==> src/rtl/branch_pkg.sv <==
// branch_pkg: shared types and constants for EX-stage branch redirect control
package branch_pkg;

    typedef enum logic {IDLE, PEND} state_t;

    typedef enum logic [2:0] {
        BEQ  = 3'b000,
        BNE  = 3'b001,
        BLT  = 3'b100,
        BGE  = 3'b101,
        BLTU = 3'b110,
        BGEU = 3'b111
    } br_type_t;

    localparam logic [1:0] IALIGN_MASK = 2'b11;

endpackage

==> src/rtl/branch_redirect_ctrl_sat_counter.sv <==
// sat_counter: up-counter that sticks at all-ones instead of wrapping
module sat_counter #(
    parameter int W = 32
) (
    input  logic         clk,
    input  logic         rst,
    input  logic         inc,
    output logic [W-1:0] count
);

    always_ff @(posedge clk)
        count <= rst ? '0 : (inc && !(&count)) ? count + 1'b1 : count;

endmodule

==> src/rtl/branch_redirect_ctrl.sv <==
// branch_redirect_ctrl: resolves EX-stage control flow, redirects fetch, flushes wrong path
module branch_redirect_ctrl
    import branch_pkg::*;
#(
    parameter int XLEN  = 32,
    parameter int CNT_W = 32
) (
    input  logic             clk,
    input  logic             rst,
    input  logic             ex_valid,
    input  logic             ex_is_branch,
    input  logic             ex_is_jump,
    input  logic             br_taken,
    input  logic [XLEN-1:0]  ex_target,
    input  logic             fetch_ready,
    output logic             redirect_valid,
    output logic [XLEN-1:0]  redirect_pc,
    output logic             flush_if_id,
    output logic             flush_id_ex,
    output logic             misalign_exc,
    output logic             busy,
    output logic [CNT_W-1:0] branch_cnt,
    output logic [CNT_W-1:0] taken_cnt
);

    state_t          state;
    logic [XLEN-1:0] pend_pc;
    logic            res, mis, fire, idle, br_inc;

    assign idle   = state == IDLE;
    assign res    = ex_valid & (ex_is_jump | (ex_is_branch & br_taken));
    assign mis    = res & |(ex_target[1:0] & IALIGN_MASK);
    assign fire   = res & ~mis;
    assign br_inc = idle & ex_valid & ex_is_branch & ~ex_is_jump;

    // PEND ignores EX entirely: only bubbles can sit there while fetch is busy
    assign redirect_valid = idle ? fire : 1'b1;
    assign redirect_pc    = idle ? (fire ? ex_target : '0) : pend_pc;
    assign flush_if_id    = idle ? res : 1'b1;
    assign flush_id_ex    = idle ? res : 1'b1;
    assign busy           = ~idle;

    always_ff @(posedge clk) begin
        if (rst) begin
            state        <= IDLE;
            pend_pc      <= '0;
            misalign_exc <= 1'b0;
        end else begin
            misalign_exc <= idle & mis;
            if (idle && fire && !fetch_ready) begin
                state   <= PEND;
                pend_pc <= ex_target;
            end else if (!idle && fetch_ready) begin
                state <= IDLE;
            end
        end
    end

    sat_counter #(.W(CNT_W)) u_branch_cnt (
        .clk   (clk),
        .rst   (rst),
        .inc   (br_inc),
        .count (branch_cnt)
    );

    sat_counter #(.W(CNT_W)) u_taken_cnt (
        .clk   (clk),
        .rst   (rst),
        .inc   (br_inc & br_taken),
        .count (taken_cnt)
    );

endmodule

==> config.mk <==
export PLATFORM = sky130hd
export DESIGN_NAME = branch_redirect_ctrl
export DESIGN_NICKNAME = d
export VERILOG_FILES = /design/src/rtl/branch_pkg.sv /design/src/rtl/branch_redirect_ctrl_sat_counter.sv /design/src/rtl/branch_redirect_ctrl.sv
export SDC_FILE = /design/constraint.sdc
export NUM_CORES = 1
export LEC_CHECK = 0
export CAP_MARGIN = 20
export CORE_MARGIN = 8
export CORE_UTILIZATION = 49
export DETAILED_ROUTE_END_ITERATION = 7
export GPL_ROUTABILITY_DRIVEN = 0
export PLACE_DENSITY = 0.81
export SYNTH_ARGS = -nofsm -noshare
export SYNTH_HDL_FRONTEND = slang
export SYNTH_HIERARCHICAL = 1
export SYNTH_SLANG_ARGS = --single-unit
==> constraint.sdc <==
create_clock -name clk -period 3.8 [get_ports clk]
set_clock_uncertainty 0.15 [all_clocks]
set_input_delay 0.38 -clock clk [delete_from_list [all_inputs] [get_ports clk]]
set_output_delay 0.38 -clock clk [all_outputs]
set_load 0.02 [all_outputs]
==> flow_metrics.tcl, run 1 <==
set metrics [dict create \
    hp-start "rst" \
    synth_fp_nets 612 \
    ys_warn_count 6 \
    globalRouteMet3Util 0.0667 \
    grt.busiest_layer "met2" \
    antenna_found_initial 0 \
    crit_path_end_kind "output port" \
    fmax_mhz 312 \
    vdd_drop_max_mv 0.184 \
    ys_top_cells_by_area "dfxtp_1 (37%), nand2b_1 (7.2%), mux2i_1 (5.7%)" \
    wl_per_cell_um 16.4 \
    worstPathArrival_ns 2.68 \
    pwr_density_cell_nw_per_um2 279 \
    mostFrequentLayoutCell "clkdlybuf4s50_1" \
    hold_slack_ns 0.287 \
    synth_cells 571 \
    crit_path_start "ex_valid" \
    fin_setup_tns_ns 0 \
    seq_area_frac_synth 0.371 \
    holdCritPathClass "input pin to flop" \
    cts_buffers 9 \
    synth_top_cell_by_area "dfxtp_1" \
    die_area_um2 14400 \
    htreeDepth 3 \
    worstMarginPinSlew_ns 0.542 \
    clockBufferDepth 2 \
    drt_wl_total_um 13800 \
    grt_overflow_total 0 \
    vias 4758 \
    post_cts_buffers 0 \
    synth.distinct_cells 49 \
    worstPathMaxFanout 30 \
    gr-usage-all-layers 0.188 \
    io_pins 140 \
    chipHeight_um 120 \
    die_x_um 120 \
    grt_max_degree 129 \
    start_kind "input pin" \
    final_antenna_net_count 0 \
    clock_latency_ns 0.36 \
    synth_top_area_frac 0.371 \
    ys_ff_latch 98 \
    synth.avg_cell_area_um2 9.27 \
    tritoncts "built" \
    relSlewSlack 0.636 \
    required_ns 3.27 \
    hold_viol 0 \
    maxSlewViolCount 0 \
    leakage_nw 2.22 \
    vias_per_cell 5.68 \
    io_buffers 139 \
    fp-row-count 38 \
    finalNetCount 733 \
    fin_crit_ns 3.21 \
    place_hpwl_um 10000 \
    numClockSinks 98 \
    rsz0062_at_grt "false" \
    drc 0 \
    cts_root_buffer "clkbuf_8" \
    status "finished, final reports clean" \
    worstReg2RegStart "busy$_SDFFE_PP0P_" \
    grt_pass1_wl_um 22800 \
    antenna_cells 0 \
    synth.cell_area_um2 5290 \
    clk_pin_slew_worst_paths_ns 0.09 \
    grt_util_met2 0.311 \
    drtIter0Drc 279 \
    syn2layout_area_growth_pct 31.2 \
    cts_hold_buf 0 \
    start_util 0.495 \
    coreArea_um2 10700 \
    use_met1 0.223 \
    report.final.setup_viol 0 \
    mostFrequentLayoutCells "clkdlybuf4s50_1 (138), dfxtp_1 (98), nand2b_1 (61)" \
    grt_pass1_vias 4625 \
    cts_resized 0 \
    dr.pass1.iters 5 \
    max_cap_violations 0 \
    drive_gt1_frac 0.0832 \
    finalCritPeriodShare 0.844 \
    crit_type "input pin to output port" \
]
## worst max-delay path, cell delays in order
cell and delay [ns]:
clkdlybuf4s50_1 0.53, or4b_4 0.51, nor2_2 0.11, buf_4 0.32, a22o_1 0.20, clkdlybuf4s50_1 0.63
## layer usage
layer,vias to the layer above,wire [µm],part of all wire
li1,2341,-,-
met1,2278,5910,0.43
met2,129,6620,0.48
met3,10,1100,0.080
met4,0,131,0.0095
met5,-,0,0
## flip-flops by register name (all words and copies together), names as in the netlist
register	cells
u_taken_cnt/count	32
misalign_exc	1
busy	1
u_branch_cnt/count	32
pend_pc	32
## path summary, 6_finish.rpt
| check | end | slack, ns | depth (start not counted) |
|---|---|---|---|
| setup / recovery | redirect_pc[21] | 0.59 | 6 |
| hold / removal | u_taken_cnt/count[22]$_SDFFE_PP0P_ | 0.29 | 2 |
| setup reg to reg | u_taken_cnt/count[15]$_SDFFE_PP0P_ | 1.22 | 7 |
| hold reg to reg | pend_pc[0]$_SDFFE_PP0P_ | 0.32 | 1 |
## kinds of logic after synthesis
group | synth area share
compound gates | 0.185
flops | 0.371
fa+ha+maj | 0.00473
mux | 0.0567
xor+xnor | 0.0430
buf+inv | 0.0440
simple gates | 0.296
## final cells by class
class	count	area [µm²]
Clock buffer	11	141
Clock inverter	5	77.6
Fill cell	867	3750
Inverter	6	22.5
Multi-Input combinational cell	431	3110
Sequential cell	98	1960
Tap cell	140	175
Timing Repair Buffer	146	1460
## synthesized netlist by cell type (all sizes together)
cell and instances:
nor4b 4, and3 8, a21oi 41, nor3b 3, nor3 5, buf 18, nor2 30, or2 2
nand4b 2, ha 2, or3 32, or4 4, or4b 1, o31ai 10, xor2 8, a31o 1
o21ai 32, a21o 1, clkbuf 18, a2111oi 2, nand2 25, nand4 16, nor4bb 1, and2 9
xnor2 18, and4 18, mux2i 30, o2111ai 2, dfxtp 98, a211oi 6, o311ai 6, inv 6
nand2b 61, a22o 30, nor4 1, nand3 20
## metrics by stage
step / cell area [µm²] / util / setup WS [ns] / power (W) / instances
global placement: 6700 / 0.626 / 0.640 / 0.00121 / 820
floorplan: 5290 / - / 0.656 / 0.00114 / 571
finish: 6950 / 0.649 / 0.594 / 0.00194 / 837
detailed placement: 6700 / 0.626 / 0.589 / 0.00122 / 820
CTS: 6920 / 0.647 / 0.585 / 0.00196 / 836
global route: 6950 / 0.649 / 0.500 / 0.00202 / 837
## where the power goes
part           internal [W]  switching, W  leakage [nW]  total, W
clock              0.000387      0.000356         0.109  0.000743
combinational     0.0000843     0.0000728          1.33  0.000157
sequential          0.00103    0.00000528         0.790   0.00104
No activity file was read; power rests on OpenSTA's default activity.
==> run 2: changes to the inputs <==
- CORE_UTILIZATION: 49 -> 44
- PLACE_DENSITY: 0.81 -> 0.76
- clock period: 3.8 -> 2.9 ns (I/O delays scaled with it)
==> run 2 against run 1 <==
- global-route usage shrank 1.3 points
- clock power is 56% higher
- wire length rose by 2.3%
- first-iteration DRC count grew 10%
- worst setup slack got worse by 0.33 ns
- core utilization decreased by 4.3 points
- count of clock-buffer cells in the layout is 1 higher
- combinational power is 31% higher
- final area up 3.6%
- largest cell class unchanged
- non-clock buffer count increased by 12
==> flow_metrics.tcl, run 2 (synthesis gave the netlist of run 1 again) <==
set metrics [dict create \
    fmax_mhz 380 \
    required_ns 3.02 \
    vias_per_cell 5.53 \
    mostFrequentLayoutCells "clkdlybuf4s50_1 (108), dfxtp_1 (98), nand2b_1 (61)" \
    coreArea_um2 11900 \
    vdd_drop_max_mv 0.225 \
    leakage_nw 2.85 \
    r2r_end "u_taken_cnt/count[11]$_SDFFE_PP0P_" \
    setup_ws_ns 0.267 \
    switchingPower_w 0.000611 \
    io_pins 140 \
    start_util 0.446 \
    crit_path_end_kind "flop" \
    drc 0 \
    grt_max_degree 96 \
    drive_gt1_frac 0.0989 \
    numClockSinks 98 \
    die_area_um2 15800 \
    chipHeight_um 126 \
    hold_viol 0 \
    pwr_density_cell_nw_per_um2 378 \
    cts_hold_buf 0 \
    report.final.setup_viol 0 \
    htreeDepth 3 \
    hold_path_depth 1 \
    antenna_cells 0 \
    drt_wl_total_um 14100 \
    io_buffers 139 \
    finalCritPeriodShare 0.908 \
    dp_cells 840 \
    p_clk_frac 0.424 \
    relSlewSlack 0.326 \
    tritoncts "built" \
    drtIter0Drc 308 \
    worstMarginPinSlew_ns 1.00 \
    hp-start "pend_pc[0]$_SDFFE_PP0P_" \
    start_kind "flop" \
    crit_type "flop to flop" \
    final_cells 855 \
    fin_setup_tns_ns 0 \
    swShare 0.224 \
    r2r_slack_ns 0.27 \
    final_antenna_net_count 0 \
    wl_per_cell_um 16.5 \
    dr.pass1.iters 4 \
    dpl_worst_slack_ns 0.0281 \
    min_to "pend_pc[0]$_SDFFE_PP0P_" \
    maxSlewViolCount 0 \
    antenna_found_initial 0 \
    holdCritPathClass "flop to flop" \
    power_frac_comb 0.075 \
    clk_pin_slew_worst_paths_ns 0.07 \
    finalNetCount 745 \
    worstPathArrival_ns 2.75 \
    cts_root_buffer "clkbuf_16" \
    r2r_cells 6 \
    status "finished, final reports clean" \
    power.internal_w 0.00211 \
    cts_buffers 9 \
    utilization 0.607 \
    mostFrequentLayoutCell "clkdlybuf4s50_1" \
    place_hpwl_um 10400 \
    top_regs "pend_pc (32), u_branch_cnt/count (32), u_taken_cnt/count (32)" \
    fin_crit_ns 2.63 \
    vias 4731 \
    die_x_um 126 \
    rsz0062_at_grt "false" \
    grt_overflow_total 0 \
    post_cts_buffers 0 \
    gr-usage-all-layers 0.175 \
    cts_resized 0 \
    n_fill_cell 1014 \
    worstReg2RegStart "u_taken_cnt/count[18]$_SDFFE_PP0P_" \
    fp-row-count 40 \
    worstPathMaxFanout 12 \
    syn2layout_area_growth_pct 36.0 \
    clock_latency_ns 0.34 \
    clockBufferDepth 2 \
    grt_pass1_vias 4858 \
    pwr-share-seq 0.500 \
    max_cap_violations 0 \
    grt_pass1_wl_um 23600 \
]
## run 2: cell types whose count changed in the layout (fill, tap and decap cells not counted), sizes merged
cell	previous run	this run
clkinv	2	1
clkinvlp	1	2
dlymetal6s2s	0	30
clkdlybuf4s50	138	108
clkbuf	11	12
bufinv	2	0
buf	8	20
## run 2: worst max-delay path by stage
stage	from	to	slack [ns]	depth (start not counted)
global route	u_taken_cnt/count[17]$_SDFFE_PP0P_	u_taken_cnt/count[7]$_SDFFE_PP0P_	0.1	6
detailed placement	ex_valid	u_taken_cnt/count[26]$_SDFFE_PP0P_	0.03	8
floorplan	busy$_SDFFE_PP0P_	u_taken_cnt/count[26]$_SDFFE_PP0P_	0.04	8
finish	u_taken_cnt/count[18]$_SDFFE_PP0P_	u_taken_cnt/count[11]$_SDFFE_PP0P_	0.27	6
global placement	ex_valid	u_taken_cnt/count[26]$_SDFFE_PP0P_	0.06	8
CTS	ex_valid	redirect_pc[22]	0.03	6
## run 2: power by group through the flow
stage                     Sequential, W  Clock [W]  Combinational [W]
final                           0.00136    0.00116           0.000205
after CTS                       0.00136    0.00118           0.000208
after global placement          0.00139          0           0.000203
after floorplan                 0.00139          0          0.0000981
after global routing            0.00136    0.00124           0.000219
after detailed placement        0.00139          0           0.000207
## run 2: final cells by class
class,count,area (µm²),area share
Clock buffer,12,267,0.0370
Clock inverter,3,23.8,0.00330
Inverter,6,22.5,0.00313
Multi-Input combinational cell,431,3110,0.432
Sequential cell,98,1960,0.273
Tap cell,147,184,0.0256
Timing Repair Buffer,158,1630,0.227
## run 2: per-layer routing
layer	up-vias	global-route usage	wire, µm
met3	16	0.0519	794
met1	2235	0.210	6230
met4	0	0.0573	194
li1	2368	-	-
met2	112	0.295	6860
met5	-	0	0
## run 2: worst max-delay path: stages (launching register included)
cell and delay (ns):
dfxtp_1 0.43, nand4_2 0.19, or2_4 0.38, o31ai_1 0.87, buf_4 0.31, o21ai_1 0.09, a21oi_1 0.13
## run 2: through the flow
stage | hold WS, ns | instance area (µm²) | power [W]
after floorplan | 0.209 | 5300 | 0.00149
final | 0.325 | 7200 | 0.00272
after CTS | 0.329 | 7120 | 0.00275
after detailed placement | 0.318 | 6830 | 0.00160
after global routing | 0.337 | 7200 | 0.00282
after global placement | 0.309 | 6830 | 0.00160
==> run 3: changes to the inputs <==
- CELL_PAD_IN_SITES_DETAIL_PLACEMENT: unset -> 0
- CELL_PAD_IN_SITES_GLOBAL_PLACEMENT: unset -> 2
- CORE_UTILIZATION: 44 -> 25
- PLACE_DENSITY: 0.76 -> 0.73
- SLEW_MARGIN: unset -> 15
==> run 3 against run 2 <==
- hold slack got worse by 0.025 ns
- critical path depth unchanged
- wire length is 8.8% higher
- register-to-register slack better by 0.14 ns
- sequential cell count stayed put
- count of clock-buffer cells in the layout down 2
- non-clock buffer count rose by 20
- clock power rose by 16%
- first-iteration DRC count decreased by 30%
- fmax shrank 6.3%
- worst setup slack got worse by 0.18 ns
- critical path type is now input pin to output port
- largest cell class unchanged
- highest routed layer unchanged
==> flow_metrics.tcl, run 3 (synthesis gave the netlist of run 1 again) <==
set metrics [dict create \
    maxSlewViolCount 0 \
    finalNetCount 765 \
    cp_common_cell "clkdlybuf4s50_1" \
    place_hpwl_um 11500 \
    rsz0062_at_grt "false" \
    start_util 0.253 \
    die_x_um 162 \
    wl_per_cell_um 15.3 \
    max_cap_violations 0 \
    r2r_slack_ns 0.41 \
    holdCritPathClass "input pin to flop" \
    syn2layout_area_growth_pct 42.3 \
    utilization 0.361 \
    grt_overflow_total 0 \
    drive_gt1_frac 0.128 \
    cts_buffers 9 \
    clock_latency_ns 0.35 \
    seqCellArea_um2 1960 \
    pwr_density_cell_nw_per_um2 386 \
    gr-usage-all-layers 0.117 \
    n_fill_cell 2094 \
    finalCritPeriodShare 0.969 \
    worstPathArrival_ns 2.37 \
    worstMarginPinSlew_ns 0.847 \
    cp_cell_sequence "clkdlybuf4s50_1 -> or4b_4 -> nor2_2 -> buf_12 -> a22o_1 -> clkdlybuf4s50_1" \
    start_kind "input pin" \
    clk_pin_slew_worst_paths_ns 0.07 \
    r2r_cells 6 \
    crit_path_end_kind "output port" \
    crit_type "input pin to output port" \
    drtIter0Drc 215 \
    post_cts_buffers 0 \
    final_antenna_net_count 0 \
    cts_root_buffer "clkbuf_16" \
    clockBufferDepth 2 \
    numClockSinks 98 \
    drc 0 \
    hold_viol 0 \
    multi_input_area_um2 3120 \
    io_buffers 139 \
    fin_setup_tns_ns 0 \
    report.final.setup_viol 0 \
    antenna_cells 0 \
    io_pins 140 \
    htreeDepth 3 \
    mostFrequentLayoutCells "clkdlybuf4s50_1 (112), dfxtp_1 (98), nand2b_1 (61)" \
    antenna_found_initial 0 \
    tritoncts "built" \
    hp-start "rst" \
    fmax_mhz 356 \
    die_area_um2 26100 \
    worstReg2RegStart "u_taken_cnt/count[20]$_SDFFE_PP0P_" \
    mostFrequentLayoutCell "clkdlybuf4s50_1" \
    required_ns 2.46 \
    dr.pass1.iters 4 \
    path_delay_family "buffers and inverters" \
    drt_wl_total_um 15300 \
    vias_per_cell 4.78 \
    grt_max_degree 80 \
    hold_path_depth 2 \
    fp-row-count 53 \
    top_regs "pend_pc (32), u_branch_cnt/count (32), u_taken_cnt/count (32)" \
    chipHeight_um 162 \
    grt_pass1_vias 4895 \
    status "finished, final reports clean" \
    slowest_stage "clkdlybuf4s50_1" \
    vias 4796 \
    critPathBufInv 3 \
    critPathMaxStageDelay_ns 0.60 \
    relSlewSlack 0.432 \
    leakage_nw 2.90 \
    min_to "u_branch_cnt/count[20]$_SDFFE_PP0P_" \
    r2r_end "u_taken_cnt/count[17]$_SDFFE_PP0P_" \
    grt_pass1_wl_um 25200 \
    worstPathMaxFanout 19 \
    vdd_drop_max_mv 0.248 \
    fin_crit_ns 2.81 \
    coreArea_um2 20900 \
]
[run 3: changes by cell type in the layout (fill, tap and decap cells not counted), moves of 2 or more]
cell | before | now
clkdlybuf4s50_1 | 108 | 112
bufinv_16 | 0 | 2
buf_4 | 18 | 39
o31ai_1 | 8 | 6
clkbuf_8 | 3 | 1
o31ai_2 | 0 | 2
dlymetal6s2s_1 | 30 | 26
[run 3: stage by stage]
| step | cells | hold slack (ns) | cell area (µm²) | power [W] | setup slack [ns] |
|---|---|---|---|---|---|
| after detailed placement | 988 | 0.315 | 7140 | 0.00161 | 0.0268 |
| final | 1004 | 0.300 | 7530 | 0.00291 | 0.0890 |
| after global placement | 988 | 0.309 | 7140 | 0.00161 | 0.0260 |
| after floorplan | 571 | 0.209 | 5300 | 0.00149 | 0.0433 |
| after CTS | 1004 | 0.302 | 7470 | 0.00297 | 0.0162 |
| after global routing | 1004 | 0.338 | 7530 | 0.00304 | 0.00263 |
[run 3: per-layer routing]
metal  global-route usage  vias up  part of all wire
met5                    0        -                 0
met4               0.0429        0             0.015
met3               0.0377       12             0.075
met2                0.198      105              0.47
met1                0.135     2265              0.44
li1                     -     2414                 -
[run 3: area by class of cell]
class,instances,area share
flip-flops and latches,98,0.260
inverters,6,0.00299
clock inverters,6,0.0120
well taps,275,0.0457
repair buffers,178,0.233
multi-input cells,431,0.414
clock buffers,10,0.0317
[run 3: worst max-delay path by stage]
stage	startpoint	end	slack, ns	cells after the start
after floorplan	busy$_SDFFE_PP0P_	u_taken_cnt/count[26]$_SDFFE_PP0P_	0.04	8
after global placement	ex_valid	redirect_pc[24]	0.03	6
after detailed placement	ex_valid	redirect_pc[7]	0.03	6
after CTS	busy$_SDFFE_PP0P_	redirect_pc[7]	0.02	5
after global routing	busy$_SDFFE_PP0P_	redirect_pc[21]	0.003	5
final	ex_valid	redirect_pc[21]	0.09	6
[run 3: repair_timing]
item	in CTS	in global routing
hold endpoints to repair	0	0
hold buffers	0	0
setup endpoints to repair	0	26
resized for setup	0	26
[run 3: power by group]
part	switching, W	internal, W	leakage [nW]
registers	0.00000580	0.00135	0.790
logic	0.0000989	0.000115	1.95
clock network	0.000553	0.000782	0.159
